File: src/rtl/cook_timer_pkg.sv
// Shared constants for the microwave cook-timer sequencer: state codes,
// digit width and the keypad digit legality check.
`timescale 1ns/1ps
package cook_timer_pkg;

  localparam int STATE_W = 3;
  localparam int DIGIT_W = 4;

  localparam logic [DIGIT_W-1:0] DIGIT_MAX = 4'd9;

  localparam logic [STATE_W-1:0] S_IDLE  = 3'd0;
  localparam logic [STATE_W-1:0] S_ENTRY = 3'd1;
  localparam logic [STATE_W-1:0] S_LOAD  = 3'd2;
  localparam logic [STATE_W-1:0] S_COOK  = 3'd3;
  localparam logic [STATE_W-1:0] S_PAUSE = 3'd4;
  localparam logic [STATE_W-1:0] S_DONE  = 3'd5;

  function automatic logic digit_legal(input logic [DIGIT_W-1:0] d);
    return (d <= DIGIT_MAX);
  endfunction

endpackage

File: src/rtl/cook_timer_ctrl_preset_shift_reg.sv
// Three-digit keypad preset register (minutes, seconds-tens, seconds-ones).
// New digits enter at the ones position; clr has priority over a shift.
`timescale 1ns/1ps
module preset_shift_reg
  import cook_timer_pkg::*;
(
  input  logic               clk,
  input  logic               clrn,
  input  logic               shift_en,
  input  logic [DIGIT_W-1:0] digit,
  input  logic               clr,
  output logic [DIGIT_W-1:0] min_digit,
  output logic [DIGIT_W-1:0] tens_digit,
  output logic [DIGIT_W-1:0] ones_digit
);

  // digit storage: clear, shift left by one digit, or hold
  always_ff @(posedge clk or negedge clrn) begin
    if (!clrn) begin
      min_digit  <= 4'd0;
      tens_digit <= 4'd0;
      ones_digit <= 4'd0;
    end else if (clr) begin
      min_digit  <= 4'd0;
      tens_digit <= 4'd0;
      ones_digit <= 4'd0;
    end else if (shift_en) begin
      min_digit  <= tens_digit;
      tens_digit <= ones_digit;
      ones_digit <= digit;
    end else begin
      min_digit  <= min_digit;
      tens_digit <= tens_digit;
      ones_digit <= ones_digit;
    end
  end

endmodule

File: src/rtl/cook_timer_ctrl.sv
// Microwave countdown sequencer: keypad entry, chain load, tick-gated cooking,
// pause on door/stop and a timed completion indication.
`timescale 1ns/1ps
module cook_timer_ctrl
  import cook_timer_pkg::*;
#(
  parameter int DONE_TICKS   = 3,
  parameter int SEC_TENS_MAX = 5
) (
  input  logic               clk,
  input  logic               clrn,
  input  logic               tick,
  input  logic               key_valid,
  input  logic [DIGIT_W-1:0] key_digit,
  input  logic               start,
  input  logic               stop,
  input  logic               clear,
  input  logic               door_closed,
  input  logic               cnt_zero,
  output logic [DIGIT_W-1:0] preset_min,
  output logic [DIGIT_W-1:0] preset_tens,
  output logic [DIGIT_W-1:0] preset_ones,
  output logic               cnt_loadn,
  output logic               cnt_en,
  output logic               mag_on,
  output logic               done,
  output logic [STATE_W-1:0] state
);

  localparam int TCNT_W = $clog2(DONE_TICKS + 1);
  localparam logic [TCNT_W-1:0]  TCNT_LAST = TCNT_W'(DONE_TICKS - 1);
  localparam logic [DIGIT_W-1:0] TENS_MAX  = DIGIT_W'(SEC_TENS_MAX);

  logic [STATE_W-1:0] state_r;
  logic [STATE_W-1:0] state_nxt_s;
  logic [TCNT_W-1:0]  tick_cnt_r;
  logic [TCNT_W-1:0]  tick_cnt_nxt_s;
  logic               shift_en_s;
  logic               clr_s;
  logic               key_ok_s;
  logic               start_ok_s;

  assign key_ok_s   = key_valid & digit_legal(key_digit);
  assign start_ok_s = start & door_closed
                    & ({preset_min, preset_tens, preset_ones} != 12'd0)
                    & (preset_tens <= TENS_MAX);

  preset_shift_reg u_presets (
    .clk        (clk),
    .clrn       (clrn),
    .shift_en   (shift_en_s),
    .digit      (key_digit),
    .clr        (clr_s),
    .min_digit  (preset_min),
    .tens_digit (preset_tens),
    .ones_digit (preset_ones)
  );

  // state register and done-phase tick counter
  always_ff @(posedge clk or negedge clrn) begin
    if (!clrn) begin
      state_r    <= S_IDLE;
      tick_cnt_r <= {TCNT_W{1'b0}};
    end else begin
      state_r    <= state_nxt_s;
      tick_cnt_r <= tick_cnt_nxt_s;
    end
  end

  // next state, preset shift/clear and tick counter update
  always_comb begin
    state_nxt_s    = state_r;
    tick_cnt_nxt_s = {TCNT_W{1'b0}};
    shift_en_s     = 1'b0;
    clr_s          = 1'b0;
    case (state_r)
      S_IDLE: begin
        if (clear) begin
          clr_s = 1'b1;
        end else if (key_ok_s) begin
          shift_en_s  = 1'b1;
          state_nxt_s = S_ENTRY;
        end else begin
          state_nxt_s = S_IDLE;
        end
      end
      S_ENTRY: begin
        if (clear) begin
          clr_s       = 1'b1;
          state_nxt_s = S_IDLE;
        end else if (start_ok_s) begin
          state_nxt_s = S_LOAD;
        end else if (key_ok_s) begin
          shift_en_s = 1'b1;
        end else begin
          state_nxt_s = S_ENTRY;
        end
      end
      S_LOAD: state_nxt_s = S_COOK;
      S_COOK: begin
        // the chain reaching zero outranks a same-cycle stop or door opening
        if (clear) begin
          clr_s       = 1'b1;
          state_nxt_s = S_IDLE;
        end else if (cnt_zero) begin
          state_nxt_s = S_DONE;
        end else if (stop || !door_closed) begin
          state_nxt_s = S_PAUSE;
        end else begin
          state_nxt_s = S_COOK;
        end
      end
      S_PAUSE: begin
        if (clear) begin
          clr_s       = 1'b1;
          state_nxt_s = S_IDLE;
        end else if (start && door_closed) begin
          state_nxt_s = S_COOK;
        end else begin
          state_nxt_s = S_PAUSE;
        end
      end
      S_DONE: begin
        if (clear || stop || key_ok_s) begin
          clr_s       = 1'b1;
          state_nxt_s = S_IDLE;
        end else if (tick) begin
          if (tick_cnt_r == TCNT_LAST) begin
            clr_s       = 1'b1;
            state_nxt_s = S_IDLE;
          end else begin
            tick_cnt_nxt_s = tick_cnt_r + TCNT_W'(1);
          end
        end else begin
          tick_cnt_nxt_s = tick_cnt_r;
        end
      end
      default: begin
        clr_s       = 1'b1;
        state_nxt_s = S_IDLE;
      end
    endcase
  end

  // outputs decoded from the state register; only cnt_en sees an input
  always_comb begin
    state     = state_r;
    cnt_loadn = 1'b1;
    cnt_en    = 1'b0;
    mag_on    = 1'b0;
    done      = 1'b0;
    case (state_r)
      S_LOAD: cnt_loadn = 1'b0;
      S_COOK: begin
        mag_on = 1'b1;
        cnt_en = tick;
      end
      S_DONE:  done = 1'b1;
      default: cnt_loadn = 1'b1;
    endcase
  end

endmodule
File: config.mk
export PLATFORM = sky130hd
export DESIGN_NAME = cook_timer_ctrl
export DESIGN_NICKNAME = d
export VERILOG_FILES = /design/src/rtl/cook_timer_pkg.sv /design/src/rtl/cook_timer_ctrl_preset_shift_reg.sv /design/src/rtl/cook_timer_ctrl.sv
export SDC_FILE = /design/constraint.sdc
export NUM_CORES = 1
export LEC_CHECK = 0
export ABC_AREA = 1
export CAP_MARGIN = 20
export CORE_ASPECT_RATIO = 0.8
export CORE_MARGIN = 3
export CORE_UTILIZATION = 51
export CTS_BUF_LIST = sky130_fd_sc_hd__clkbuf_8
export DETAILED_ROUTE_END_ITERATION = 6
export GPL_TIMING_DRIVEN = 0
export PLACE_DENSITY = 0.91
export SETUP_SLACK_MARGIN = 0.15
export SLEW_MARGIN = 30
export SYNTH_ARGS = -nofsm -noshare
export SYNTH_HDL_FRONTEND = slang
export SYNTH_HIERARCHICAL = 1
export SYNTH_SLANG_ARGS = --single-unit
File: constraint.sdc
create_clock -name clk -period 2.4 [get_ports clk]
set_input_delay 0.48 -clock clk [delete_from_list [all_inputs] [get_ports clk]]
set_output_delay 0.48 -clock clk [all_outputs]
set_load 0.03 [all_outputs]
==> summary.txt <==
Min path
  – Worst min path class: register to register

Critical path
  – Cell family with most CP delay: buffers and inverters
  – Worst Setup End Kind: output pin
  – Worst-path fanout max: 7
  – Critical path required time: roughly 1900 ps
  – Setup Crit Path Kind: register to output pin
  – Critical-path top delay cell: clkdlybuf4s50_1
  – WP buf/inv: 1
  – Worst Path Arrival: around 1700 ps
  – Critical Path Max Stage Delay: ~700 ps
  – Critical-path cell list: nand2_2, nor2_4, clkdlybuf4s50_1
  – Startpoint types: register

Final layout
  – Design Area, Final: between 1000 and 1500 um2
  – Area Overhead vs Synth: 39.3%
  – Post-route insts no fill: 194
  – Layout cell share with drive strength beyond 1: 8.14%
  – Fill count: around 130
  – Antenna cells: 0
  – Utilization after layout: 79.7%
  – NumNets Final: between 150 and 200

Synth
  – Top cells by area, synth: dfrtp_1, nand2_1, nand3_1, nor2_1, inv_1
  – Synthesized Nets: 150
  – Post-synth cell types: 19
  – Mean Syn Cell Area: slightly above 7 um2
  – Area share of the largest cell type after synthesis: around 43%
  – Leading area contributor after synthesis: dfrtp_1
  – Number of synthesized register bits: 17
  – Post-synthesis sequential area ratio: between 40% and 50%
  – Ys Warns: 6
  – Cells after synthesis: about 140
  – Post-synth EDFFs: 0
  – Post-Syn Area: roughly 1000 um2
  – Top cells by count, synth: nand2_1, nand3_1, dfrtp_1, nor2_1, inv_1
  – Top-count cell post-synth: nand2_1
  – Async set or reset register ratio after synthesis: 100%
  – Main synth FF type: dfrtp_1

Floorplanning
  – Die width: 55.2 um
  – Initial Util: between 50% and 60%
  – DIE HEIGHT: about 45 um
  – I/O pin count: 32
  – Cell row count: 13
  – Die area: roughly 2500 um2
  – Core footprint: between 1500 and 2000 um2

CTS
  – H-tree Lvls: 1
  – CTS tree: done
  – Root Buffer: clkbuf_8
  – Num CTS Buffers: 3
  – Post-CTS Hold Buffers: 0
  – CTS Buffer Depth: 2
  – Worst-Skew Late Latency: between 200 and 300 ps
  – Clock sinks: 17
  – Post-CTS Setup Inserts: 0
  – Clk pin slew, worst setup/hold paths: about 70 ps

Place
  – Post-placement cell count: 190
  – Final GP Congestion: 0.880
  – Area after DPL: 1320 um2
  – Pre-CTS setup slack: between 15 and 20 ps
  – Hpwl dp: ~2100 um
  – Port Buffers: 31

Global route
  – Vias in the first global route: 980
  – Remaining Overflow, GRT: 0
  – Antenna violations before repair: 0
  – Total GRT Usage: between 20% and 30%
  – Largest net degree at the start of global routing: 18
  – First-pass GRT wire length: roughly 4300 um

Timing
  – Setup TNS: 0 ps
  – Crit share post-route: between 80% and 90%
  – Minimum clock period: 2160 ps
  – Final hold vios: 0
  – F_max: 463 MHz
  – Post-route setup slack: approximately 240 ps
  – Pins Over Slew Limit: 0
  – Hold_ws: between 500 and 600 ps
  – Endpoints failing setup: 0
  – Worst Tran Pin Value: 756 ps
  – Rel. slew slack: approximately 50%
  – RSZ-0062 raised after global routing: false
  – Skew final: between 4 and 5 ps

Drt
  – Routed Wire Length: ~2700 um
  – DR DRC count: 0
  – Pre-antenna DRT Iters: 4
  – Initial DRC Count: 26
  – Routed Antenna Nets: 0
  – Via Count: slightly above 1k
  – Drt wl/cell: 13.8 um
  – Via density: around 5.2

Pwr
  – Worst vdd ir: around 0.52 mV
  – Total power draw: between 0.8 and 0.9 mW
  – Power Dens Cells: ~630 nW/um2
  – Static Leak: just over 0.7 nW

Outcome
  – Status: finished clean

Run
  – Max-cap violations: 0
## cells by family (layout without fill, tap and decap cells)
kind of cell / after synthesis / after routing / synth area share, %
simple gates: 93 / 93 / 41.8
flops: 17 / 17 / 43.1
compound gates: 10 / 10 / 7.11
buf+inv: 17 / 52 / 7.99
## registers in the layout, summed over array words and instances (netlist names)
register and cells:
u_presets/min_digit 4, u_presets/tens_digit 4, state 3, tick_cnt_r 2, u_presets/ones_digit 4
## layout by cell type (no fill, tap or decap)
cell type	count
dlygate4sd2_1	1
clkdlybuf4s50_1	28
nor2_4	1
o211a_1	1
o2111ai_2	1
o21ai_0	6
nand3_1	22
o211ai_1	1
inv_1	14
clkbuf_8	3
nand2_1	44
buf_6	1
and2_0	1
nand4_1	2
clkinv_2	1
buf_4	2
dfrtp_1	17
nor3_1	1
dlymetal6s2s_1	2
nor3b_2	1
a21boi_1	1
nor2_1	17
nand2_2	3
nor2_2	1
## final cells by class
type                       instances  area (um2)  share of cell area (%)
buffer                             3        26.3                    1.91
clock buffer                       3        41.3                    3.01
clock inverter                     1        5.00                   0.364
inverter                          14        52.6                    3.83
multi-input combinational        103         482                    35.1
sequential                        17         425                    31.0
tap                               22        27.5                    2.00
timing repair buffer              31         314                    22.9
## tightest hold or removal path: stages (launching register included)
cell and delay [ps]:
dfrtp_1 380, nand2_2 60, nand2_1 40
## repair_timing
action,in CTS,in global routing
setup endpoints to repair,1,12
gates cloned,0,0
hold endpoints to repair,0,0
gates resized for setup,1,3
pin swaps,0,0
## power by group
part | switching, mW | leakage (nW) | internal [mW]
clock network | 0.0978 | 0.0255 | 0.115
registers | 0.0315 | 0.235 | 0.307
logic | 0.201 | 0.445 | 0.119
total | 0.330 | 0.705 | 0.541
## layer usage
layer  GRT usage (%)  vias up  share of wire, %
li1                -      511                 -
met1            31.9      472                44
met2            40.6       32                49
met3            6.27        2               6.4
met4            3.40        0              0.45
met5               0        -                 0
## worst paths after layout
path                       slack [ps]                                   to  depth (start not counted)                                start
setup / recovery                  240                                 done                          3                 state[2]$_DFFE_PN0P_
min in group asynchronous         670   u_presets/min_digit[0]$_DFFE_PN0P_                          1                                 clrn
max in group asynchronous        1250  u_presets/ones_digit[3]$_DFFE_PN0P_                          1                                 clrn
hold / removal                    510   u_presets/min_digit[3]$_DFFE_PN0P_                          2   u_presets/min_digit[3]$_DFFE_PN0P_
setup reg to reg                  600   u_presets/min_digit[1]$_DFFE_PN0P_                         11  u_presets/tens_digit[3]$_DFFE_PN0P_
hold reg to reg                   510   u_presets/min_digit[3]$_DFFE_PN0P_                          2   u_presets/min_digit[3]$_DFFE_PN0P_
(Power assumes the default switching activity.)
